--- src/rtl/sequencer_dbg_avl_arbiter_if.sv ---
// sequencer_dbg_avl_arbiter_if: one Avalon-MM port bundle (command, write data, read data, stall)
interface sequencer_dbg_avl_arbiter_if #(
  parameter int AVL_DATA_WIDTH = 32,
  parameter int AVL_ADDR_WIDTH = 16
);
  logic [AVL_ADDR_WIDTH-1:0] address;
  logic                      write;
  logic [AVL_DATA_WIDTH-1:0] writedata;
  logic                      read;
  logic [AVL_DATA_WIDTH-1:0] readdata;
  logic                      waitrequest;
  modport master (output address, write, writedata, read, input readdata, waitrequest);
  modport slave (input address, write, writedata, read, output readdata, waitrequest);
endinterface

--- src/rtl/sequencer_dbg_avl_arbiter.sv ---
// sequencer_dbg_avl_arbiter: round-robin 2:1 Avalon-MM arbiter (NIOS + JTAG) in front of the pointer-manager regfile; SEQ_DBG_ARB_TIMEOUT_EN adds an ISSUE-state abort timer and sticky arb_timeout
module sequencer_dbg_avl_arbiter #(
  parameter int AVL_DATA_WIDTH = 32,
  parameter int AVL_ADDR_WIDTH = 16,
  parameter int TIMEOUT_CYCLES = 255
) (
  input  logic                              avl_clk,
  input  logic                              avl_reset_n,
  sequencer_dbg_avl_arbiter_if.slave        m0,
  sequencer_dbg_avl_arbiter_if.slave        m1,
  sequencer_dbg_avl_arbiter_if.master       s,
  output logic                              grant_id,
  output logic                              arb_busy
`ifdef SEQ_DBG_ARB_TIMEOUT_EN
  ,
  output logic                              arb_timeout
`endif
);
  localparam logic [1:0] ST_IDLE  = 2'd0;
  localparam logic [1:0] ST_ISSUE = 2'd1;
  localparam logic [1:0] ST_RESP  = 2'd2;
  logic [1:0]                r_state;
  logic                      r_last, r_gid, r_rd, r_wr;
  logic [AVL_ADDR_WIDTH-1:0] r_addr;
  logic [AVL_DATA_WIDTH-1:0] r_wdata, r_rdata0, r_rdata1;
  logic                      w_req0, w_req1, w_gnt, w_done, w_abort, w_cap;
  logic [AVL_DATA_WIDTH-1:0] w_rdata;
  assign w_req0  = m0.read | m0.write;
  assign w_req1  = m1.read | m1.write;
  // On a tie the master that did not win last time gets the slave
  assign w_gnt   = (w_req0 & w_req1) ? ~r_last : w_req1;
  assign w_done  = (r_state == ST_ISSUE) & ~s.waitrequest;
  assign w_cap   = w_abort | (w_done & r_rd);
`ifdef SEQ_DBG_ARB_TIMEOUT_EN
  localparam int CW = $clog2(TIMEOUT_CYCLES + 1);
  localparam logic [AVL_DATA_WIDTH-1:0] ABORT_DATA = AVL_DATA_WIDTH'(32'hDEAD_BEEF);
  logic [CW-1:0] r_cnt;
  logic          r_timeout;
  assign w_abort     = (r_state == ST_ISSUE) & s.waitrequest & (r_cnt == CW'(TIMEOUT_CYCLES - 1));
  assign w_rdata     = w_abort ? ABORT_DATA : s.readdata;
  assign arb_timeout = r_timeout;
  // Count ISSUE cycles; held at zero elsewhere so each ISSUE starts from zero
  always_ff @(posedge avl_clk or negedge avl_reset_n) begin
    if (!avl_reset_n) r_cnt <= '0;
    else r_cnt <= (r_state == ST_ISSUE) ? r_cnt + 1'b1 : '0;
  end
  // Sticky abort flag, only reset clears it
  always_ff @(posedge avl_clk or negedge avl_reset_n) begin
    if (!avl_reset_n) r_timeout <= 1'b0;
    else if (w_abort) r_timeout <= 1'b1;
  end
`else
  logic w_unused_timeout;
  assign w_unused_timeout = ^TIMEOUT_CYCLES;
  assign w_abort = 1'b0;
  assign w_rdata = s.readdata;
`endif
  // Arbitration FSM: latch the winner's command, hold it through ISSUE, one RESP cycle
  always_ff @(posedge avl_clk or negedge avl_reset_n) begin
    if (!avl_reset_n) begin
      r_state <= ST_IDLE;
      r_last  <= 1'b1;
      r_gid   <= 1'b0;
      r_rd    <= 1'b0;
      r_wr    <= 1'b0;
      r_addr  <= '0;
      r_wdata <= '0;
    end else begin
      case (r_state)
        ST_IDLE: if (w_req0 | w_req1) begin
          r_state <= ST_ISSUE;
          r_gid   <= w_gnt;
          r_last  <= w_gnt;
          r_addr  <= w_gnt ? m1.address : m0.address;
          r_wdata <= w_gnt ? m1.writedata : m0.writedata;
          r_wr    <= w_gnt ? m1.write : m0.write;
          r_rd    <= w_gnt ? (m1.read & ~m1.write) : (m0.read & ~m0.write);
        end
        ST_ISSUE: if (w_done | w_abort) begin
          r_state <= ST_RESP;
          r_rd    <= 1'b0;
          r_wr    <= 1'b0;
        end
        default: r_state <= ST_IDLE;
      endcase
    end
  end
  // Per-master read data, updated only by a completed read or an abort
  always_ff @(posedge avl_clk or negedge avl_reset_n) begin
    if (!avl_reset_n) begin
      r_rdata0 <= '0;
      r_rdata1 <= '0;
    end else if (w_cap) begin
      if (r_gid) r_rdata1 <= w_rdata;
      else r_rdata0 <= w_rdata;
    end
  end
  assign s.address      = r_addr;
  assign s.writedata    = r_wdata;
  assign s.read         = r_rd;
  assign s.write        = r_wr;
  assign m0.readdata    = r_rdata0;
  assign m1.readdata    = r_rdata1;
  assign m0.waitrequest = ~((r_state == ST_RESP) & ~r_gid);
  assign m1.waitrequest = ~((r_state == ST_RESP) & r_gid);
  assign grant_id       = r_gid;
  assign arb_busy       = r_state != ST_IDLE;
endmodule
--- src/flat_wrapper.sv ---
// flat-port wrapper written by rule: the top's interface ports become plain ports
module sequencer_dbg_avl_arbiter_flat 
#(
  parameter int AVL_DATA_WIDTH = 32,
  parameter int AVL_ADDR_WIDTH = 16,
  parameter int TIMEOUT_CYCLES = 255
)
  (avl_clk, avl_reset_n, grant_id, arb_busy, m0_address, m0_write, m0_writedata, m0_read, m0_readdata, m0_waitrequest, m1_address, m1_write, m1_writedata, m1_read, m1_readdata, m1_waitrequest, s_address, s_write, s_writedata, s_read, s_readdata, s_waitrequest);
  sequencer_dbg_avl_arbiter_if #(.AVL_DATA_WIDTH(AVL_DATA_WIDTH), .AVL_ADDR_WIDTH(AVL_ADDR_WIDTH)) m0_i ();
  sequencer_dbg_avl_arbiter_if #(.AVL_DATA_WIDTH(AVL_DATA_WIDTH), .AVL_ADDR_WIDTH(AVL_ADDR_WIDTH)) m1_i ();
  sequencer_dbg_avl_arbiter_if #(.AVL_DATA_WIDTH(AVL_DATA_WIDTH), .AVL_ADDR_WIDTH(AVL_ADDR_WIDTH)) s_i ();
  input  logic avl_clk;
  input  logic avl_reset_n;
  output logic grant_id;
  output logic arb_busy;
  input wire logic [$bits(m0_i.address)-1:0] m0_address;
  input wire logic [$bits(m0_i.write)-1:0] m0_write;
  input wire logic [$bits(m0_i.writedata)-1:0] m0_writedata;
  input wire logic [$bits(m0_i.read)-1:0] m0_read;
  output wire logic [$bits(m0_i.readdata)-1:0] m0_readdata;
  output wire logic [$bits(m0_i.waitrequest)-1:0] m0_waitrequest;
  input wire logic [$bits(m1_i.address)-1:0] m1_address;
  input wire logic [$bits(m1_i.write)-1:0] m1_write;
  input wire logic [$bits(m1_i.writedata)-1:0] m1_writedata;
  input wire logic [$bits(m1_i.read)-1:0] m1_read;
  output wire logic [$bits(m1_i.readdata)-1:0] m1_readdata;
  output wire logic [$bits(m1_i.waitrequest)-1:0] m1_waitrequest;
  output wire logic [$bits(s_i.address)-1:0] s_address;
  output wire logic [$bits(s_i.write)-1:0] s_write;
  output wire logic [$bits(s_i.writedata)-1:0] s_writedata;
  output wire logic [$bits(s_i.read)-1:0] s_read;
  input wire logic [$bits(s_i.readdata)-1:0] s_readdata;
  input wire logic [$bits(s_i.waitrequest)-1:0] s_waitrequest;
  assign m0_i.address = m0_address;
  assign m0_i.write = m0_write;
  assign m0_i.writedata = m0_writedata;
  assign m0_i.read = m0_read;
  assign m0_readdata = m0_i.readdata;
  assign m0_waitrequest = m0_i.waitrequest;
  assign m1_i.address = m1_address;
  assign m1_i.write = m1_write;
  assign m1_i.writedata = m1_writedata;
  assign m1_i.read = m1_read;
  assign m1_readdata = m1_i.readdata;
  assign m1_waitrequest = m1_i.waitrequest;
  assign s_address = s_i.address;
  assign s_write = s_i.write;
  assign s_writedata = s_i.writedata;
  assign s_read = s_i.read;
  assign s_i.readdata = s_readdata;
  assign s_i.waitrequest = s_waitrequest;
  sequencer_dbg_avl_arbiter #(.AVL_DATA_WIDTH(AVL_DATA_WIDTH), .AVL_ADDR_WIDTH(AVL_ADDR_WIDTH), .TIMEOUT_CYCLES(TIMEOUT_CYCLES)) u_core (.avl_clk(avl_clk), .avl_reset_n(avl_reset_n), .m0(m0_i), .m1(m1_i), .s(s_i), .grant_id(grant_id), .arb_busy(arb_busy));
endmodule
--- config.mk ---
export PLATFORM = sky130hd
export DESIGN_NAME = sequencer_dbg_avl_arbiter_flat
export DESIGN_NICKNAME = d
export VERILOG_FILES = /design/src/rtl/sequencer_dbg_avl_arbiter_if.sv /design/src/rtl/sequencer_dbg_avl_arbiter.sv /design/src/flat_wrapper.sv
export SDC_FILE = /design/constraint.sdc
export NUM_CORES = 1
export LEC_CHECK = 0
export ABC_AREA = 1
export CAP_MARGIN = 10
export CELL_PAD_IN_SITES_DETAIL_PLACEMENT = 0
export CELL_PAD_IN_SITES_GLOBAL_PLACEMENT = 2
export CORE_ASPECT_RATIO = 0.8
export CORE_MARGIN = 2
export CORE_UTILIZATION = 23
export CTS_BUF_LIST = sky130_fd_sc_hd__clkbuf_2
export DETAILED_ROUTE_END_ITERATION = 6
export GPL_TIMING_DRIVEN = 0
export PLACE_DENSITY = 0.79
export SKIP_CTS_REPAIR_TIMING = 1
export SKIP_LAST_GASP = 1
export SLEW_MARGIN = 40
export SYNTH_ARGS = -nofsm -noshare
export SYNTH_HDL_FRONTEND = slang
export SYNTH_SLANG_ARGS = --single-unit
--- constraint.sdc ---
create_clock -name avl_clk -period 2 [get_ports avl_clk]
set_clock_uncertainty 0.2 [all_clocks]
set_input_delay 0.4 -clock avl_clk [delete_from_list [all_inputs] [get_ports avl_clk]]
set_output_delay 0.4 -clock avl_clk [all_outputs]
set_load 0.02 [all_outputs]
After elaboration in Yosys (flattened, before gate mapping)
Index checks and enable logic that the tools add are counted.
{"block": "op_classes", "reduce_logical": 8, "n_bitwise": 17, "n_mux": 13, "eq_ne": 4}
{"operator": "$mux 32", "n": 1}
{"operator": "$mux 16", "n": 1}
{"operator": "$reduce_and 2->1", "n": 4}
{"operator": "$and 1x1->1", "n": 7}
{"operator": "$not 1->1", "n": 7}
{"operator": "$mux 1", "n": 6}
{"operator": "$mux 2", "n": 2}
{"operator": "$ne 2x1->1 const B", "n": 2}
{"operator": "$pmux 1 s2", "n": 2}
{"operator": "$pmux 2 s2", "n": 1}
{"operator": "$reduce_bool 2->1", "n": 2}
{"operator": "$or 1x1->1", "n": 3}
{"operator": "$reduce_and 3->1", "n": 1}
{"operator": "$eq 2x1->1 const B", "n": 1}
{"operator": "$eq 2x2->1 const B", "n": 1}
{"operator": "$logic_not 2->1", "n": 1}
{"block": "word_totals", "output_inout_bits": 118, "register_bits": 118, "wordCells": 51}

Logic depth before layout (Yosys ltp)
{"block": "depth", "ltp_word": 6, "mapped_depth": 8, "depth_no_buf": 7}

Worst setup path after synthesis
OpenSTA, ideal clock, no wires.
{"block": "synth_timing", "kind": "flip-flop to flip-flop", "start": "register u_core.r_state[1]", "end": "register u_core.r_addr[0], in the netlist u_core.s.address[0]", "slack_ns": 0.428, "path_stages_with_launch": 8, "t_arrival_ns": 1.254, "required_time_ns": 1.683, "setup_ns": 0.117, "path_cell_list": "dfrtp_1 inv_1 nand2_1 a21oi_2 inv_2 buf_2 nand2_1 nand2_1"}
{"block": "synth_between", "elab_chain_cells": 2}
{"item": "from (decl)", "line_no": "sequencer_dbg_avl_arbiter.sv:22", "rtl": "logic [1:0] r_state;"}
{"item": "from (signal assigned)", "line_no": "sequencer_dbg_avl_arbiter.sv:61", "rtl": "r_state <= ST_IDLE;"}
{"item": "from (signal assigned)", "line_no": "sequencer_dbg_avl_arbiter.sv:71", "rtl": "r_state <= ST_ISSUE;"}
{"item": "from (signal assigned)", "line_no": "sequencer_dbg_avl_arbiter.sv:80", "rtl": "r_state <= ST_RESP;"}
{"item": "$logic_not 2->1", "line_no": "sequencer_dbg_avl_arbiter.sv:69", "rtl": "case (r_state)"}
{"item": "$reduce_and 2->1 (no line)"}
{"item": "to (signal assigned)", "line_no": "sequencer_dbg_avl_arbiter.sv:74", "rtl": "r_addr <= w_gnt ? m1.address : m0.address;"}
{"item": "to (decl)", "line_no": "sequencer_dbg_avl_arbiter.sv:24", "rtl": "logic [AVL_ADDR_WIDTH-1:0] r_addr;"}
Every way passes these cells.
A chain may end at the register's enable or synchronous reset.

Worst setup path after layout
{"block": "layout_timing", "start": "register u_core.r_gid, in the netlist u_core.grant_id", "end": "output m0_waitrequest"}
{"block": "layout_between", "elab_chain_cells": 3}
{"item": "from (decl)", "line_no": "sequencer_dbg_avl_arbiter.sv:23", "rtl": "logic r_last, r_gid, r_rd, r_wr;"}
{"item": "from (signal assigned)", "line_no": "sequencer_dbg_avl_arbiter.sv:72", "rtl": "r_gid <= w_gnt;"}
{"item": "$not 1->1 (no line)"}
{"item": "$and 1x1->1", "line_no": "sequencer_dbg_avl_arbiter.sv:104", "rtl": "assign m0.waitrequest = ~((r_state == ST_RESP) & ~r_gid);"}
{"item": "$not 1->1", "line_no": "sequencer_dbg_avl_arbiter.sv:104"}
{"item": "to (decl)", "line_no": "flat_wrapper.sv:21", "rtl": "output wire logic [$bits(m0_i.waitrequest)-1:0] m0_waitrequest;"}
Every way passes these cells.

==> impl_metrics.sql <==
INSERT INTO impl_metrics (metric_group, metric, value, unit) VALUES
('power', 'p_seq_frac', '0.342', ''),
('logic_synthesis', 'synth_xor_xnor_area_share', '0', ''),
('drt', 'num_vias', '5210', ''),
('floorplanning', 'fp.dieArea', '25100', 'um^2'),
('setup_path', 'cp-startpoint', 'u_core.grant_id$_DFFE_PN0P_', ''),
('placement', 'placed_area', '8420', 'um^2'),
('power', 'p_clk_frac', '0.121', ''),
('global_routing', 'grt_max_degree', '69', ''),
('floorplanning', 'fp.dieW', '177', 'um'),
('sta', 'min_period_over_period', '1.09', ''),
('logic_synthesis', 'syn-cell-area', '5480', 'um^2'),
('hold_path', 'hold_start', 's_readdata[27]', ''),
('cells_and_area', 'mostFrequentLayoutCell', 'sky130_fd_sc_hd__nand2_1', ''),
('power', 'ir_drop', '0.495', 'mV'),
('clocking', 'clock-root-buffer', 'sky130_fd_sc_hd__clkbuf_2', ''),
('logic_synthesis', 'postSynthNetCount', '775', ''),
('sta', 'max_freq', '458', 'MHz'),
('power', 'net-switching-power', '5630', 'uW'),
('drt', 'met1Wirelength', '9550', 'um'),
('cells_and_area', 'syn2layout_area_growth', '57.3', '%'),
('status', 'violations', 'negative setup slack', ''),
('sta', 'hold-worst-slack', '0.0816', 'ns'),
('clocking', 'clk_transition_reported_paths', '0.21', 'ns'),
('global_routing', 'total_routing_resource_utilization_after_global_routing', '0.152', ''),
('setup_path', 'r2r.worst_path.cells', '6', ''),
('drt', 'viasPerCell', '4.08', ''),
('drt', 'ant_nets', '0', ''),
('clocking', 'cts-buffers-inserted', '17', ''),
('sta', 'setup_viol', '3', ''),
('logic_synthesis', 'yosys.area_share.adder', '0', ''),
('drt', 'route.top_layer_used', 'met4', ''),
('sta', 'worst_pin_slew', '0.534', 'ns'),
('sta', 'grt_setup_unrepaired', 'yes', ''),
('global_routing', 'grt_pass1_wl', '29500', 'um'),
('global_routing', 'antenna_found_initial', '1', ''),
('setup_path', 'setup.reg_to_reg.worst_slack', '0.14', 'ns'),
('drt', 'wl_met2', '8650', 'um'),
('sta', 'timing.final.ws_setup', '-0.183', 'ns'),
('hold_path', 'min_path_type', 'in -> reg', ''),
('setup_path', 'critical_path_class', 'reg -> out', ''),
('clocking', 'htreeDepth', '4', ''),
('hold_path', 'worstHoldEndpoint', 'u_core.m0.readdata[27]$_DFFE_PN0P_', ''),
('cells_and_area', 'layout_common_cells', 'sky130_fd_sc_hd__nand2_1, sky130_fd_sc_hd__clkdlybuf4s50_1, sky130_fd_sc_hd__dfrtp_1', ''),
('logic_synthesis', 'post_synth_mux_area_share', '0', ''),
('setup_path', 'slowest_stage', 'sky130_fd_sc_hd__dfrtp_2', ''),
('setup_path', 'worst_r2r_src', 'u_core.r_state[1]$_DFFE_PN0P_', ''),
('floorplanning', 'number_of_ports_placed_on_the_die_boundary', '253', ''),
('placement', 'globalplace.congestion', '0.755', ''),
('logic_synthesis', 'synthDistinctLibCells', '20', ''),
('sta', 'post-route-min-period', '2.18', 'ns'),
('logic_synthesis', 'synth_top_flop_cell', 'sky130_fd_sc_hd__dfrtp_1', ''),
('drt', 'wl_met3', '967', 'um'),
('floorplanning', 'die_height', '142', 'um'),
('setup_path', 'crit-reg2reg-capture', 'u_core.m0.readdata[16]$_DFFE_PN0P_', ''),
('sta', 'final-hold-violation-count', '0', ''),
('cells_and_area', 'post-route-cell-area', '8610', 'um^2'),
('placement', 'dpl.hpwl', '13900', 'um'),
('logic_synthesis', 'synth_compound_area_frac', '0.0827', ''),
('power', 'cellInternalPower', '6610', 'uW'),
('cells_and_area', 'num-fill-cells', '2526', ''),
('logic_synthesis', 'synth_cells', '640', ''),
('clocking', 'cts_buffer_depth', '2', ''),
('sta', 'timing.slew.headroom', '0.644', ''),
('power', 'power-per-cell-area', '1420', 'nW/um^2'),
('power', 'power_frac_comb', '0.536', ''),
('floorplanning', 'fp-row-count', '50', ''),
('cells_and_area', 'final_nets', '1086', ''),
('logic_synthesis', 'synth_seq_area_share', '0.539', ''),
('logic_synthesis', 'postSynth.asyncResetShare', '1.00', ''),
('setup_path', 'worst_setup_path_end_kind', 'primary output', ''),
('status', 'status', 'finished with violations', '');
[metal layers]
layer | global-route usage | vias up
met2 | 0.229 | 131
met1 | 0.217 | 2427
li1 | - | 2643
met3 | 0.0441 | 9
met4 | 0.0300 | 0
met5 | 0 | -
[cell usage after synthesis (2+ instances only)]
master	n	area (um^2)
sky130_fd_sc_hd__nand3_4	2	35.0
sky130_fd_sc_hd__nand2_1	239	897
sky130_fd_sc_hd__buf_2	17	85.1
sky130_fd_sc_hd__o21ai_1	36	180
sky130_fd_sc_hd__nand3_1	52	260
sky130_fd_sc_hd__buf_6	11	124
sky130_fd_sc_hd__clkbuf_1	8	30.0
sky130_fd_sc_hd__o21ai_2	29	254
sky130_fd_sc_hd__inv_2	2	7.51
sky130_fd_sc_hd__nor2_1	4	15.0
sky130_fd_sc_hd__dfrtp_1	117	2930
sky130_fd_sc_hd__inv_1	76	285
sky130_fd_sc_hd__nand3b_1	40	300
[per-stage QoR]
step                utilization  worst slack, ns  instances  power [uW]
floorplan                     -            0.428        640        7700
global placement          0.359            -4.76       1204       11100
detailed placement        0.360           -0.479       1205       11200
CTS                       0.369           -0.749       1237       12700
global route              0.368           -0.340       1277       13200
finish                    0.368           -0.183       1277       12200
[how the worst max path moves through the flow]
| stage | end | cells after the start |
|---|---|---|
| detailed placement | u_core.s.address[10]$_DFFE_PN0P_ | 6 |
| CTS | m0_waitrequest | 3 |
| finish | m0_waitrequest | 3 |
| global route | m0_waitrequest | 3 |
| floorplan | u_core.s.address[0]$_DFFE_PN0P_ | 7 |
| global placement | u_core.s.writedata[12]$_DFFE_PN0P_ | 1 |
[power by group through the flow]
stage | sequential, uW | combinational, uW | clock (uW)
3_5_place_dp | 4200 | 6980 | 0
3_3_place_gp | 4200 | 6940 | 0
4_1_cts | 4170 | 6990 | 1590
6_report | 4190 | 6570 | 1490
2_1_floorplan | 5500 | 2200 | 0
5_1_grt | 4340 | 7210 | 1680
[layout make-up]
class / instances / area [um^2] / area share
clock buffers: 17 / 85.1 / 0.00988
flip-flops and latches: 118 / 2960 / 0.343
plain buffers: 37 / 246 / 0.0286
clock inverters: 15 / 130 / 0.0151
inverters: 78 / 293 / 0.0340
diodes: 1 / 2.50 / 0.000290
repair buffers: 292 / 2510 / 0.292
multi-input cells: 407 / 2000 / 0.232
well taps: 312 / 390 / 0.0453
[flip-flops by register name (all words and copies together), names as in the netlist]
signal	flops
u_core.s.address	16
u_core.s.write	1
u_core.grant_id	1
u_core.r_last	1
u_core.m1.readdata	32
u_core.m0.readdata	32
u_core.s.read	1
u_core.r_state	2
u_core.s.writedata	32
[tightest hold or removal path, stage by stage]
cell and delay [ns]:
sky130_fd_sc_hd__clkdlybuf4s50_1 0.40, sky130_fd_sc_hd__inv_1 0.08, sky130_fd_sc_hd__o21ai_2 0.06
[kinds of logic after synthesis]
kind of cell,Yosys count
flip-flops,118
AO/OA/AOI/OAI,68
AND/OR/NAND/NOR,339
buffers and inverters,115
Note: power is estimated with default switching activity, not from simulation.
